## src/rtl/smartlift_pkg.sv

```systemverilog
// smartlift_pkg: shared types, sizes and bitmap helpers for the smartlift controller.
package smartlift_pkg;

  localparam int N_FLOORS_MAX = 16;
  localparam int FLOOR_W      = 4;
  localparam int TICK_W       = 32;

  typedef enum logic [1:0] {
    STOP = 2'b00,
    UP   = 2'b01,
    DOWN = 2'b10
  } dir_e;

  typedef enum logic [1:0] {
    IDLE = 2'b00,
    MOVE = 2'b01,
    DOOR = 2'b10
  } state_e;

  // True when any call is registered strictly above the given floor.
  function automatic logic any_above(input logic [N_FLOORS_MAX-1:0] bitmap,
                                     input logic [FLOOR_W-1:0] floor);
    logic hit;
    hit = 1'b0;
    for (int i = 0; i < N_FLOORS_MAX; i++) begin
      if ((i > int'(floor)) && bitmap[i]) hit = 1'b1;
    end
    return hit;
  endfunction

  // True when any call is registered strictly below the given floor.
  function automatic logic any_below(input logic [N_FLOORS_MAX-1:0] bitmap,
                                     input logic [FLOOR_W-1:0] floor);
    logic hit;
    hit = 1'b0;
    for (int i = 0; i < N_FLOORS_MAX; i++) begin
      if ((i < int'(floor)) && bitmap[i]) hit = 1'b1;
    end
    return hit;
  endfunction

endpackage

```

## src/rtl/lift_tick_timer.sv

```systemverilog
// lift_tick_timer: up-counter with synchronous clear, enable and a terminal-count flag.
// Wraps to zero on the terminal count so back-to-back phases start cleanly.
module lift_tick_timer
  import smartlift_pkg::*;
#(
  parameter int CNT_W = TICK_W
) (
  input  logic             clk,
  input  logic             srst,
  input  logic             load,
  input  logic             en,
  input  logic [CNT_W-1:0] term,
  output logic             tc
);

  logic [CNT_W-1:0] count_reg;

  assign tc = (count_reg == term);

  // Count towards the terminal value; load forces the count back to zero.
  always_ff @(posedge clk) begin
    if (srst || load) begin
      count_reg <= '0;
    end else if (en) begin
      count_reg <= tc ? '0 : count_reg + CNT_W'(1);
    end
  end

endmodule

```

## src/rtl/lift_scheduler.sv

```systemverilog
// lift_scheduler: SCAN-order call scheduler and motion/door sequencer for the smartlift.
// Optional feature macro LIFT_DOOR_HOLD_EN adds the door_hold input, which freezes the
// door dwell at its start while asserted.
module lift_scheduler
  import smartlift_pkg::*;
#(
  parameter int N_FLOORS   = 9,
  parameter int MOVE_TICKS = 50000000,
  parameter int DOOR_TICKS = 100000000
) (
  input  logic                CLOCK_50,
  input  logic                RESET,
  input  logic                req_strobe,
  input  logic [N_FLOORS-1:0] req_onehot,
`ifdef LIFT_DOOR_HOLD_EN
  input  logic                door_hold,
`endif
  output logic [3:0]          cur_floor,
  output logic [1:0]          dir,
  output logic                door_open,
  output logic [N_FLOORS-1:0] pending,
  output logic                busy
);

  state_e                  state_reg, state_next;
  dir_e                    dir_reg, dir_next;
  logic [FLOOR_W-1:0]      floor_reg, floor_next;
  logic [N_FLOORS-1:0]     pending_reg, pending_next;

  logic [N_FLOORS-1:0]     cap_mask;
  logic [N_FLOORS_MAX-1:0] pend_ext;
  logic [N_FLOORS_MAX-1:0] req_ext;
  logic [N_FLOORS_MAX-1:0] step_onehot;
  logic [FLOOR_W-1:0]      floor_step;
  logic                    excl_cur;
  logic                    same_hit;
  logic                    stop_here;
  logic                    above;
  logic                    below;
  logic                    hold_active;
  logic                    tc;
  logic                    timer_load;
  logic                    timer_en;
  logic [TICK_W-1:0]       term;

`ifdef LIFT_DOOR_HOLD_EN
  assign hold_active = door_hold;
`else
  assign hold_active = 1'b0;
`endif

  // While parked or dwelling, a call for the current floor reopens/extends the door
  // instead of becoming a pending bit.
  assign excl_cur = (state_reg == IDLE) || (state_reg == DOOR);
  assign req_ext  = N_FLOORS_MAX'(req_onehot);
  assign same_hit = req_strobe && excl_cur && req_ext[floor_reg];

  for (genvar gi = 0; gi < N_FLOORS; gi++) begin : g_cap
    assign cap_mask[gi] = req_strobe && req_onehot[gi] &&
                          !(excl_cur && (floor_reg == FLOOR_W'(gi)));
  end

  assign pend_ext    = N_FLOORS_MAX'(pending_reg);
  assign above       = any_above(pend_ext, floor_reg);
  assign below       = any_below(pend_ext, floor_reg);
  assign floor_step  = (dir_reg == DOWN) ? floor_reg - FLOOR_W'(1) : floor_reg + FLOOR_W'(1);
  assign step_onehot = N_FLOORS_MAX'(1) << floor_step;
  assign stop_here   = pend_ext[floor_step];

  // One timer paces both phases; the terminal value follows the current state.
  assign term     = (state_reg == MOVE) ? TICK_W'(MOVE_TICKS - 1) : TICK_W'(DOOR_TICKS - 1);
  assign timer_en = (state_reg != IDLE);

  lift_tick_timer #(.CNT_W(TICK_W)) u_timer (
    .clk  (CLOCK_50),
    .srst (RESET),
    .load (timer_load),
    .en   (timer_en),
    .term (term),
    .tc   (tc)
  );

  // Next-state, direction, floor and call-bitmap decisions.
  always_comb begin
    state_next   = state_reg;
    dir_next     = dir_reg;
    floor_next   = floor_reg;
    pending_next = pending_reg | cap_mask;
    timer_load   = 1'b0;
    case (state_reg)
      IDLE: begin
        dir_next   = STOP;
        timer_load = 1'b1;
        if (same_hit) begin
          state_next = DOOR;
        end else if (pending_reg != '0) begin
          state_next = MOVE;
          dir_next   = above ? UP : DOWN;
        end
      end
      MOVE: begin
        if (tc) begin
          floor_next = floor_step;
          // Clearing after the capture OR means a call for the arrival floor on the
          // same edge is treated as served.
          if (stop_here) begin
            state_next   = DOOR;
            pending_next = pending_next & ~step_onehot[N_FLOORS-1:0];
          end
        end
      end
      DOOR: begin
        if (same_hit || hold_active) begin
          timer_load = 1'b1;
        end else if (tc) begin
          // Keep going the same way while calls remain ahead; only reverse here,
          // which keeps the car inside the served range.
          if (dir_reg == DOWN) begin
            if (below) begin
              state_next = MOVE;
              dir_next   = DOWN;
            end else if (above) begin
              state_next = MOVE;
              dir_next   = UP;
            end else begin
              state_next = IDLE;
              dir_next   = STOP;
            end
          end else begin
            if (above) begin
              state_next = MOVE;
              dir_next   = UP;
            end else if (below) begin
              state_next = MOVE;
              dir_next   = DOWN;
            end else begin
              state_next = IDLE;
              dir_next   = STOP;
            end
          end
        end
      end
      default: begin
        state_next = IDLE;
        dir_next   = STOP;
      end
    endcase
  end

  // State register; reset discards position, direction and any outstanding calls.
  always_ff @(posedge CLOCK_50) begin
    if (RESET) begin
      state_reg   <= IDLE;
      dir_reg     <= STOP;
      floor_reg   <= '0;
      pending_reg <= '0;
    end else begin
      state_reg   <= state_next;
      dir_reg     <= dir_next;
      floor_reg   <= floor_next;
      pending_reg <= pending_next;
    end
  end

  assign cur_floor = floor_reg;
  assign dir       = dir_reg;
  assign door_open = (state_reg == DOOR);
  assign busy      = (state_reg != IDLE);
  assign pending   = pending_reg;

endmodule

```

## config.mk

```make
export PLATFORM = sky130hd
export DESIGN_NAME = lift_scheduler
export DESIGN_NICKNAME = d
export VERILOG_FILES = /design/src/rtl/smartlift_pkg.sv /design/src/rtl/lift_tick_timer.sv /design/src/rtl/lift_scheduler.sv
export SDC_FILE = /design/constraint.sdc
export NUM_CORES = 1
export LEC_CHECK = 0
export CAP_MARGIN = 30
export CELL_PAD_IN_SITES_DETAIL_PLACEMENT = 0
export CELL_PAD_IN_SITES_GLOBAL_PLACEMENT = 1
export CORE_AREA = 2 2 120 87
export DETAILED_ROUTE_END_ITERATION = 7
export DIE_AREA = 0 0 122 89
export GPL_TIMING_DRIVEN = 0
export HOLD_SLACK_MARGIN = 0.12
export PLACE_DENSITY_LB_ADDON = 0.05
export SYNTH_ARGS = -nofsm -noshare
export SYNTH_HDL_FRONTEND = slang
export SYNTH_HIERARCHICAL = 1
export SYNTH_SLANG_ARGS = --single-unit
export TNS_END_PERCENT = 10
```

## constraint.sdc

```tcl
create_clock -name CLOCK_50 -period 7.3 [get_ports CLOCK_50]
set_clock_uncertainty 0.1 [all_clocks]
set_input_delay 1.095 -clock CLOCK_50 [delete_from_list [all_inputs] [get_ports CLOCK_50]]
set_output_delay 1.095 -clock CLOCK_50 [all_outputs]
set_load 0.05 [all_outputs]
```

### After elaboration in Yosys (flattened, before gate mapping)

Cells that the tools add are included.

* register bits: 49
* bits in latches: 0
* memory bits (writable): 0
* ROM bits: 0
* logic and storage cells: 164
* memories: 0

* add/sub/neg operators: 3
* multiply operators: 0
* div/mod/pow operators: 0
* $lt $le $gt $ge: 19
* equal/unequal tests: 17
* shift operators: 1
* mux-type cells: 51
* bitwise operators: 4
* reduce and logical (&&, ||, !) cells: 64

Operators by type and width (count)
* 1-bit logical AND: 46
* 32-bit by 1-bit adder with 32-bit output, second input constant: 1
* 32-bit by 27-bit == test with 1-bit output: 1
* 2-bit two-way mux: 16
* 32-bit two-way mux: 1
* 27-bit two-way mux: 1
* 9-bit two-way mux: 3
* 1-bit two-way mux: 24
* 4-bit by 3-bit == test with 1-bit output, second input constant: 4
* 3-bit by 4-bit > comparator with 1-bit output, first input constant: 4
* 3-bit by 4-bit less-than comparator with 1-bit output, first input constant: 4
* 2-bit one-hot mux with 3 select lines: 2
* 4-bit by 5-bit less-than comparator with 1-bit output, second input constant: 2
* 9-bit AND: 1
* 1-bit zero test: 9
* 9-bit inverter: 1
* 9-bit bitwise OR: 1
* 9-bit nonzero test: 1
* 1-bit by 4-bit << shifter with 9-bit output, first input constant: 1
* 1-bit binary-select mux with 4-bit select: 2
* 4-bit by 2-bit == test with 1-bit output, second input constant: 2
* 2-bit by 4-bit > comparator with 1-bit output, first input constant: 2
* 1-bit by 4-bit less-than comparator with 1-bit output, first input constant: 2
* 2-bit by 4-bit less-than comparator with 1-bit output, first input constant: 2
* 22 further kinds: 26

### Logic depth before layout (Yosys ltp)

Gate-level depths: netlist of the first run.

* depth after elaboration: 17
* gate-level depth with buffers: 12
* depth with buffers taken out: 11

### Hierarchy

The synthesis of the first run kept the hierarchy.

By module, submodules not included
* lift_tick_timer: instances 1, cells each 213, area an instance 1874.3 µm², sequential area each 640.6 µm²
* lift_scheduler: instances 1, cells each 178, area an instance 1447.6 µm², sequential area each 340.3 µm²

### Least setup slack after synthesis of the first run

OpenSTA, ideal clock, no wires.

* kind: reg-to-reg
* from: reg floor_reg[0], in the netlist cur_floor[0]
* to: reg pending_reg[4], in the netlist pending[4]
* setup time: 0.088 ns
* data arrival time: 2.871 ns
* slack: 4.241 ns
* cell stages (with the launch flop): 11
* path buffers: 2
* path through: dfxtp_1 buf_2 buf_2 inv_1 ha_1 xor2_4 mux2i_1 mux2i_1 a32oi_2 nor2b_2 a311oi_2

* longest elaborated chain between the ends: 9

Ends and longest elaborated chain
* start: declaration: line lift_scheduler.sv:27 `logic [FLOOR_W-1:0] floor_reg, floor_next;`
* start signal: assignment: line lift_scheduler.sv:160 `floor_reg <= floor_next;`
* parallel branches: the longest is 8 deep, another holds 4-bit by 1-bit adder with 4-bit output
* 9-bit two-way mux (*): line lift_scheduler.sv:90 `case (state_reg)`
* end signal: assignment: line lift_scheduler.sv:161 `pending_reg <= pending_next;`
* end: declaration: line lift_scheduler.sv:28 `logic [N_FLOORS-1:0] pending_reg, pending_next;`

Every way passes the cells marked *. The select of a mux whose other input is x is not followed.
A chain may end at the register's enable or synchronous reset.

### Worst setup path after layout of the first run

* from: reg state_reg[0]
* to: reg pending_reg[6], in the netlist pending[6]

RTL lines
* start: declaration: line lift_scheduler.sv:25 `state_e state_reg, state_next;`
* start signal: assignment: line lift_scheduler.sv:158 `state_reg <= state_next;`
* 2-bit by 1-bit == test with 1-bit output: line lift_scheduler.sv:71 `assign term = (state_reg == MOVE) ? TICK_W'(MOVE_TICKS - 1) : TICK_W'(DOOR_TICKS - 1);`
* 27-bit two-way mux: line lift_scheduler.sv:71
* net term[16]: line lift_scheduler.sv:44 `logic [TICK_W-1:0] term;`
* 32-bit by 27-bit == test with 1-bit output: line lift_tick_timer.sv:18 `assign tc = (count_reg == term);`
* net tc: line lift_scheduler.sv:41 `logic tc;`
* 9-bit two-way mux: line lift_scheduler.sv:102 `if (tc) begin`
* 9-bit two-way mux: line lift_scheduler.sv:90

The timed path passes the listed nets, and every way through them passes these cells.

==> out/results.tsv, run 1 <==
metric	value	unit
slowest_delay	0.48	ns
post_route_cells_drive_above_1_share	8.28	%
synth_compound_area_share	12.2	%
cp-start-kind	flip-flop	
cts_resized	0	
synthAdderAreaFrac	2.26	%
synth-edff-count	0	
place_congestion	0.831	
drc_errors	0	
path_buf_inv	3	
cts_buffers	5	
area_growth	20.1	%
drtAntennaViolNets	0	
cts-root-buf	clkbuf_16	
max_clock_freq	271	MHz
tns	0	ns
clk_latency	0.29	ns
cap_violations	0	
fin_area	3990	sq um
cts_setup_buffers	0	
final_core_util	41.7	%
rows	30	
finalPower	693	uW
hold_buffers	0	
ff2ff_setup_slack	3.61	ns
cp_max_fo	10	
slew-limit-headroom	53.3	%
crit_arrival	3.75	ns
clk_pin_slew	0.07	ns
rsz0062_at_grt	false	
placed_area	3830	sq um
overflow	0	
cts_buffer_depth	2	
first_pass_iters	5	
met2_length	3.56	mm
grt_max_degree	15	
period_share	50.6	%
wl_met3	489	microns
final_common_cell	xor2_1	
synth_top_family_by_area	simple AND/OR/NAND/NOR gates	
cts_tree	built	
synth_xor_area_share	19.1	%
critical-path-top-delay-family	simple AND/OR/NAND/NOR gates	
cellLeakagePower	1.56	nW
diodes	0	
start_util	34.7	%
period_needed	3.69	ns
dieArea	10900	sq um
yosys-mux-area-fraction	4.37	%
powerDensity	174	nW/um^2
hold_viol	0	
largest_reg_flops	32	
ys_warn_count	6	
drt-initial-drc-count	260	
ir_drop	0.0850	mV
cts_max_level	2	
holdCritPathClass	flip-flop to flip-flop	
wl_met1	5.53	mm
port_buffers	27	
ios	29	
path_class	flip-flop to flip-flop	
endpoint_kind	flip-flop	
fillers	1004	
postSynthCellCount	391	
num_vias	2917	
outcome	completed	
worstMarginPinSlew	0.695	ns
layout_common_cells	53 x xor2_1, 52 x nor2_1, 49 x dfxtp_1	
via_per_inst	5.07	
crit_chain	clkbuf_1 -> nand2_1 -> inv_1 -> xor2_1 -> nor4_1 -> nand4_1 -> nor2_1 -> nand2_1 -> clkbuf_1 -> nor4_1 -> nor3_1	
yosysSeqAreaShare	29.5	%
routed_wl	9.66	mm
hpwl	7.36	mm
grt_pass1_wl	15.6	mm
layout.nets	464	
fp.dieH	89	microns
avgSynthCellArea	8.50	sq um
antenna_found_initial	0	
grtUsageTotal	19.0	%
core-area	9570	sq um
syn-cell-area	3320	sq um
ys.flop_type	dfxtp_1	
synth_simple_gate_area_share	27.0	%
yosys.cell_types.count	59	
ys_seq_elements	49	
die_w	122	microns
cts_sinks	49	
top_layer	met4	
required	7.36	ns
setup-violations-final	0	
ys_async_sr_fraction	0	%
drv_slew	0	
slowest_stage	nor2_1	
grt_pass1_vias	2718	
routedWlPerCell	16.8	microns
-- through the flow --
stage / std cells / setup WS (ns) / hold slack (ns)
after global placement: 567 / 3.66 / 0.393
after detailed placement: 567 / 3.65 / 0.396
after floorplan: 412 / 4.24 / 0.370
after CTS: 575 / 3.70 / 0.405
after global routing: 575 / 3.24 / 0.433
final: 575 / 3.61 / 0.398
-- layout make-up --
cell class	instances	area, sq um	share of cell area (%)
tap	128	160	4.02
clock inverter	1	5.00	0.125
buffer	20	140	3.51
timing repair buffer	27	270	6.78
sequential	49	981	24.6
clock buffer	7	153	3.83
multi-input combinational	333	2240	56.2
inverter	10	37.5	0.941
-- Yosys cell counts, types with 5 or more instances --
library cell	count	share of area, %
xor2_1	53	14
nor2_1	52	5.9
dfxtp_1	49	30
nand2_1	26	2.9
nand3_1	15	2.3
nand4_1	15	2.8
xnor2_1	13	3.4
a21oi_1	11	1.7
nor3_1	11	1.7
nor4_1	11	2.1
a31oi_1	10	1.9
and3_1	10	1.9
inv_1	10	1.1
mux2i_1	10	3.0
a211oi_1	7	1.6
buf_2	6	0.90
clkbuf_1	6	0.68
ha_1	6	2.3
and4_1	5	1.3
buf_6	5	1.7
nand2b_1	5	0.94
-- layer usage --
layer,up-vias,global-route usage [%]
li1,1467,-
met5,-,0
met2,63,23.7
met3,8,3.89
met1,1379,31.7
met4,0,3.76
-- path summary, 6_finish.rpt --
kind,startpoint,endpoint,cells after the start
worst max-delay path,state_reg[0]$_SDFFE_PP0P_,pending[6]$_SDFF_PP0_,11
worst min-delay path,dir[0]$_SDFFE_PP0P_,dir[0]$_SDFFE_PP0P_,2
worst max register to register,state_reg[0]$_SDFFE_PP0P_,pending[6]$_SDFF_PP0_,11
worst min register to register,dir[0]$_SDFFE_PP0P_,dir[0]$_SDFFE_PP0P_,2
-- worst reg2reg max path, cell delays in order, from the launching register on --
cell      delay, ns
dfxtp_1        0.31
clkbuf_1       0.36
nand2_1        0.37
inv_1          0.39
xor2_1         0.13
nor4_1         0.29
nand4_1        0.26
nor2_1         0.48
nand2_1        0.14
clkbuf_1       0.28
nor4_1         0.36
nor3_1         0.08
-- power by group --
group / total, mW / leakage [nW] / switching, mW / internal (mW)
clock: 0.250 / 0.0799 / 0.104 / 0.145
combinational: 0.155 / 1.08 / 0.0981 / 0.0571
sequential: 0.288 / 0.397 / 0.0127 / 0.275
-- cells by family (layout without fill, tap and decap cells) --
group	Yosys count	count (layout)
AND/OR/NAND/NOR	170	170
XOR/XNOR	68	68
AO/OA/AOI/OAI	54	54
flip-flops	49	49
buffers and inverters	30	65
multiplexers	12	12
adder cells (fa/ha/maj)	6	6
other	2	23
No activity file was read; power rests on OpenSTA's default activity.
==> run 2, diff against run 1 <==
- clock period: 7.3 -> 3.09 ns (I/O delays scaled with it)
==> out/results.tsv, run 2 (same netlist as run 1, synthesis figures left out) <==
metric	value	unit
path_class	flip-flop to flip-flop	
rsz0062_at_grt	false	
drt-initial-drc-count	233	
ios	29	
cap_violations	0	
hold_viol	0	
first_pass_iters	4	
endpoint_kind	flip-flop	
via_per_inst	5.07	
worstMarginPinSlew	0.714	ns
cts_tree	built	
drtAntennaViolNets	0	
start_util	34.7	%
holdWs	0.398	ns
path_common_cell	nor2_1	
area_growth	21.2	%
routed_wl	9.59	mm
fp.dieH	89	microns
place_congestion	0.831	
post_route_cells_drive_above_1_share	10.3	%
finalPower	1.64	mW
setup-violations-final	0	
core-area	9570	sq um
clk_pin_slew	0.07	ns
cp-start-kind	flip-flop	
outcome	completed	
die_w	122	microns
stdcell_count	576	
num_vias	2920	
dieArea	10900	sq um
period_needed	2.85	ns
antenna_found_initial	0	
layout_common_cells	53 x xor2_1, 50 x nor2_1, 48 x dfxtp_1	
overflow	0	
diodes	0	
max_clock_freq	350	MHz
crit_chain	buf_4 -> mux4_2 -> and2_1 -> o21ai_1 -> a21oi_1 -> nor2_1 -> o31ai_4 -> buf_6 -> nor2_1	
crit_arrival	2.98	ns
grtUsageTotal	19.0	%
place_ws	-0.476	ns
grt_pass1_wl	15.6	mm
grt_max_degree	15	
layout.nets	465	
holdCritPathClass	flip-flop to flip-flop	
period_share	92.4	%
cts_buffers	5	
ir_drop	0.207	mV
cp_max_fo	18	
drv_slew	0	
rows	30	
slowest_stage	mux4_2	
cellLeakagePower	1.56	nW
fillers	1000	
port_buffers	27	
slew-limit-headroom	52.0	%
hpwl	7.36	mm
required	3.22	ns
slowest_delay	0.55	ns
cts_buffer_depth	2	
place_inst	567	
cts_max_level	2	
largest_reg_flops	32	
drc_errors	0	
powerDensity	407	nW/um^2
layout_setup_ws	0.235	ns
final_common_cell	xor2_1	
cts_sinks	49	
grt_pass1_vias	2723	
clk_latency	0.30	ns
routedWlPerCell	16.7	microns
cts-root-buf	clkbuf_16	
==> run 2: final timing paths <==
check	endpoint	cells past startpoint	slack (ns)	startpoint
worst max-delay path	u_timer/count_reg[8]$_SDFFE_PP0P_	9	0.24	cur_floor[0]$_SDFFE_PP0P_
worst min-delay path	dir[0]$_SDFFE_PP0P_	2	0.40	dir[0]$_SDFFE_PP0P_
worst max register to register	u_timer/count_reg[8]$_SDFFE_PP0P_	9	0.24	cur_floor[0]$_SDFFE_PP0P_
worst min register to register	dir[0]$_SDFFE_PP0P_	2	0.40	dir[0]$_SDFFE_PP0P_
==> run 2: critical path, delay by kind of cell (launching register included) <==
kind            cells  cell delay, ns
compound gates      3            0.74
mux                 1            0.55
simple gates        3            0.53
buf+inv             2            0.45
flops               1            0.39
==> run 2: power breakdown <==
group | internal, mW | switching, mW | total, mW
Combinational | 0.136 | 0.222 | 0.358
Clock | 0.343 | 0.247 | 0.591
Sequential | 0.651 | 0.0411 | 0.692
==> run 2: timing repair <==
item | CTS | global route
pin swaps | 1 | 2
setup buffers | 0 | 3
gates resized for setup | 4 | 6
endpoints found under the setup margin | 17 | 15
hold buffers | 0 | 0
==> run 2: cell type report <==
cell class / count / area (sq um) / area share, %
sequential: 49 / 982 / 24.4
buffer: 18 / 135 / 3.36
clock inverter: 1 / 5.00 / 0.124
inverter: 10 / 37.5 / 0.932
clock buffer: 7 / 153 / 3.79
multi-input combinational: 333 / 2260 / 56.2
tap: 128 / 160 / 3.98
timing repair buffer: 30 / 293 / 7.27
==> run 2: metal layers <==
metal,vias to the layer above,track usage [%],share of wire (%)
met3,10,3.70,4.7
li1,1466,-,-
met1,1373,31.9,58
met2,71,23.8,37
met5,-,0,0
met4,0,3.76,0.91
==> run 2: through the flow <==
step	cell area [sq um]	TNS, ns	utilization, %
floorplan	3400	0	-
global placement	3830	-6.50	40.0
detailed placement	3830	-5.65	40.0
CTS	3990	0	41.7
global route	4030	0	42.1
finish	4030	0	42.1
==> RTL change, RTL diff (flow settings as in run 2) <==
Encoding of `state_e`: now one-hot (3 bits for 3 states).
--- a/src/rtl/smartlift_pkg.sv
+++ b/src/rtl/smartlift_pkg.sv
@@ -12,8 +12,8 @@
   } dir_e;
 
-  typedef enum logic [1:0] {
-    IDLE = 2'b00,
-    MOVE = 2'b01,
-    DOOR = 2'b10
+  typedef enum logic [2:0] {
+    IDLE = 3'b001,
+    MOVE = 3'b010,
+    DOOR = 3'b100
   } state_e;
 
Function: same outputs for any inputs over 10 cycles, from zero or initial values and one cycle with RESET high; not proved beyond that.
==> RTL change against run 2 <==
Synthesized area up 0.49%; setup slack worse by 0.16 ns; sequential cell count up 1; count of clock-buffer cells in the layout down 2; sequential share of layout area down 0.070 points; combinational power up 24%; design area up 2.3%; total power up 8.4%; die area unchanged; routed wire length up 0.99%; highest routed layer unchanged.
==> RTL change: results (changes against run 2) <==
Final Wtd Congestion - 0.855 (+3.0%)
CP max stage delay - 0.42 ns (-0.13 ns)
Largest net degree at the start of global routing - 16 (+1)
Sequential element share of the synthesized area - 30.0% (+0.46 points)
Post-placement cell count - 576 (+1.6%)
Crit path DAT - 3.10 ns (+0.12 ns)
Layout cells sized above 1 - 12.3% (+2.0 points)
Post-DP Area - 0.00385 mm2 (+0.42%)
P_leak - 0.00162 uW (+3.5%)
Worst VDD drop - 0.000201 V (-3.1%)
Post-Place Setup Slack - -1.09 ns (-0.610 ns)
Initial DRC count - 217 (-6.9%)
Kind of critical path - flip-flop to flip-flop
Min-delay src - u_timer/count_reg[31]
CP Max Fanout - 9 (-9)
Synth Area in Compound Gates - 12.5% (+0.35 points)
Vias in the first global route - 2753 (+1.1%)
Wire length of the first global-routing pass - 15400 um (-1.5%)
GRT Total Usage - 18.7% (-0.29 points)
Post-synthesis xor/xnor area fraction - 18.1% (-0.99 points)
Post-Route WL - 9690 um (+0.99%)
Post-synth top cells - 53 x nor2_1, 52 x xor2_1, 50 x dfxtp_1
DP Wirelength - 7260 um (-1.4%)
Worst r2r src - cur_floor[1]
Outcome - finished clean
NetSw - 559 uW (+9.5%)
Post-synth cell types - 57 (-3.4%)
Fin cells - 591 (+2.6%)
Mux contribution to synthesized area - 4.31% (-0.059 points)
Slew HR - 53.2% (+1.2 points)
Area contributors post-synth - dfxtp_1 30%, xor2_1 14%, nor2_1 6.0%, xnor2_1 3.9%, nand2_1 3.3%
Adder-Cell Fraction of Synth Area - 2.25% (-0.011 points)
RTL change: changes by cell type in the layout (fill, tap and decap cells not counted), moves of 2 or more:
| cell | delta |
|---|---|
| buf_4 | +7 |
| a21o_1 | -2 |
| nand2_1 | +3 |
| xnor2_1 | +2 |
| o21ai_0 | +7 |
| nand3_1 | -4 |
| a311oi_2 | -2 |
| mux2i_1 | -5 |
| mux2_2 | +5 |
| nor2_2 | -2 |
| o32ai_1 | -3 |
| and2b_2 | +2 |
| clkbuf_1 | -2 |
| clkbuf_8 | -2 |
RTL change: routing by layer:
metal  vias to the layer above  wire, um  global-route usage, %
met2                        91      3740                   24.7
li1                       1520         -                      -
met1                      1437      5100                   30.0
met5                         -         0                      0
met3                         6       786                   4.27
met4                         0        70                   3.76
RTL change: path summary, 6_finish.rpt:
| kind | endpoint | slack [ns] | cells past startpoint |
|---|---|---|---|
| min | u_timer/count_reg[31] | 0.42 | 2 |
| max reg2reg | state_reg[1] | 0.07 | 9 |
| max | state_reg[1] | 0.07 | 9 |
| min reg2reg | u_timer/count_reg[31] | 0.42 | 2 |
RTL change: power by group through the flow:
stage,Clock [uW],Combinational (uW),Sequential (uW)
3_5_place_dp,0,424,718
2_1_floorplan,0,266,747
5_1_grt,689,487,708
4_1_cts,662,433,702
3_3_place_gp,0,425,717
6_report,633,443,703
RTL change: final cells by class:
class                      count  area [um2]
fill                         995        5450
tap                          128         160
timing repair buffer          34         323
multi-input combinational    344        2290
clock buffer                   5         125
sequential                    50        1000
clock inverter                 3        40.0
inverter                       9        37.5
buffer                        18         138
RTL change: what timing repair did:
| item | CTS | global route |
|---|---|---|
| gates resized for setup | 11 | 1 |
| pin swaps | 1 | 3 |
| setup endpoints to repair | 50 | 14 |
| setup buffers | 2 | 5 |
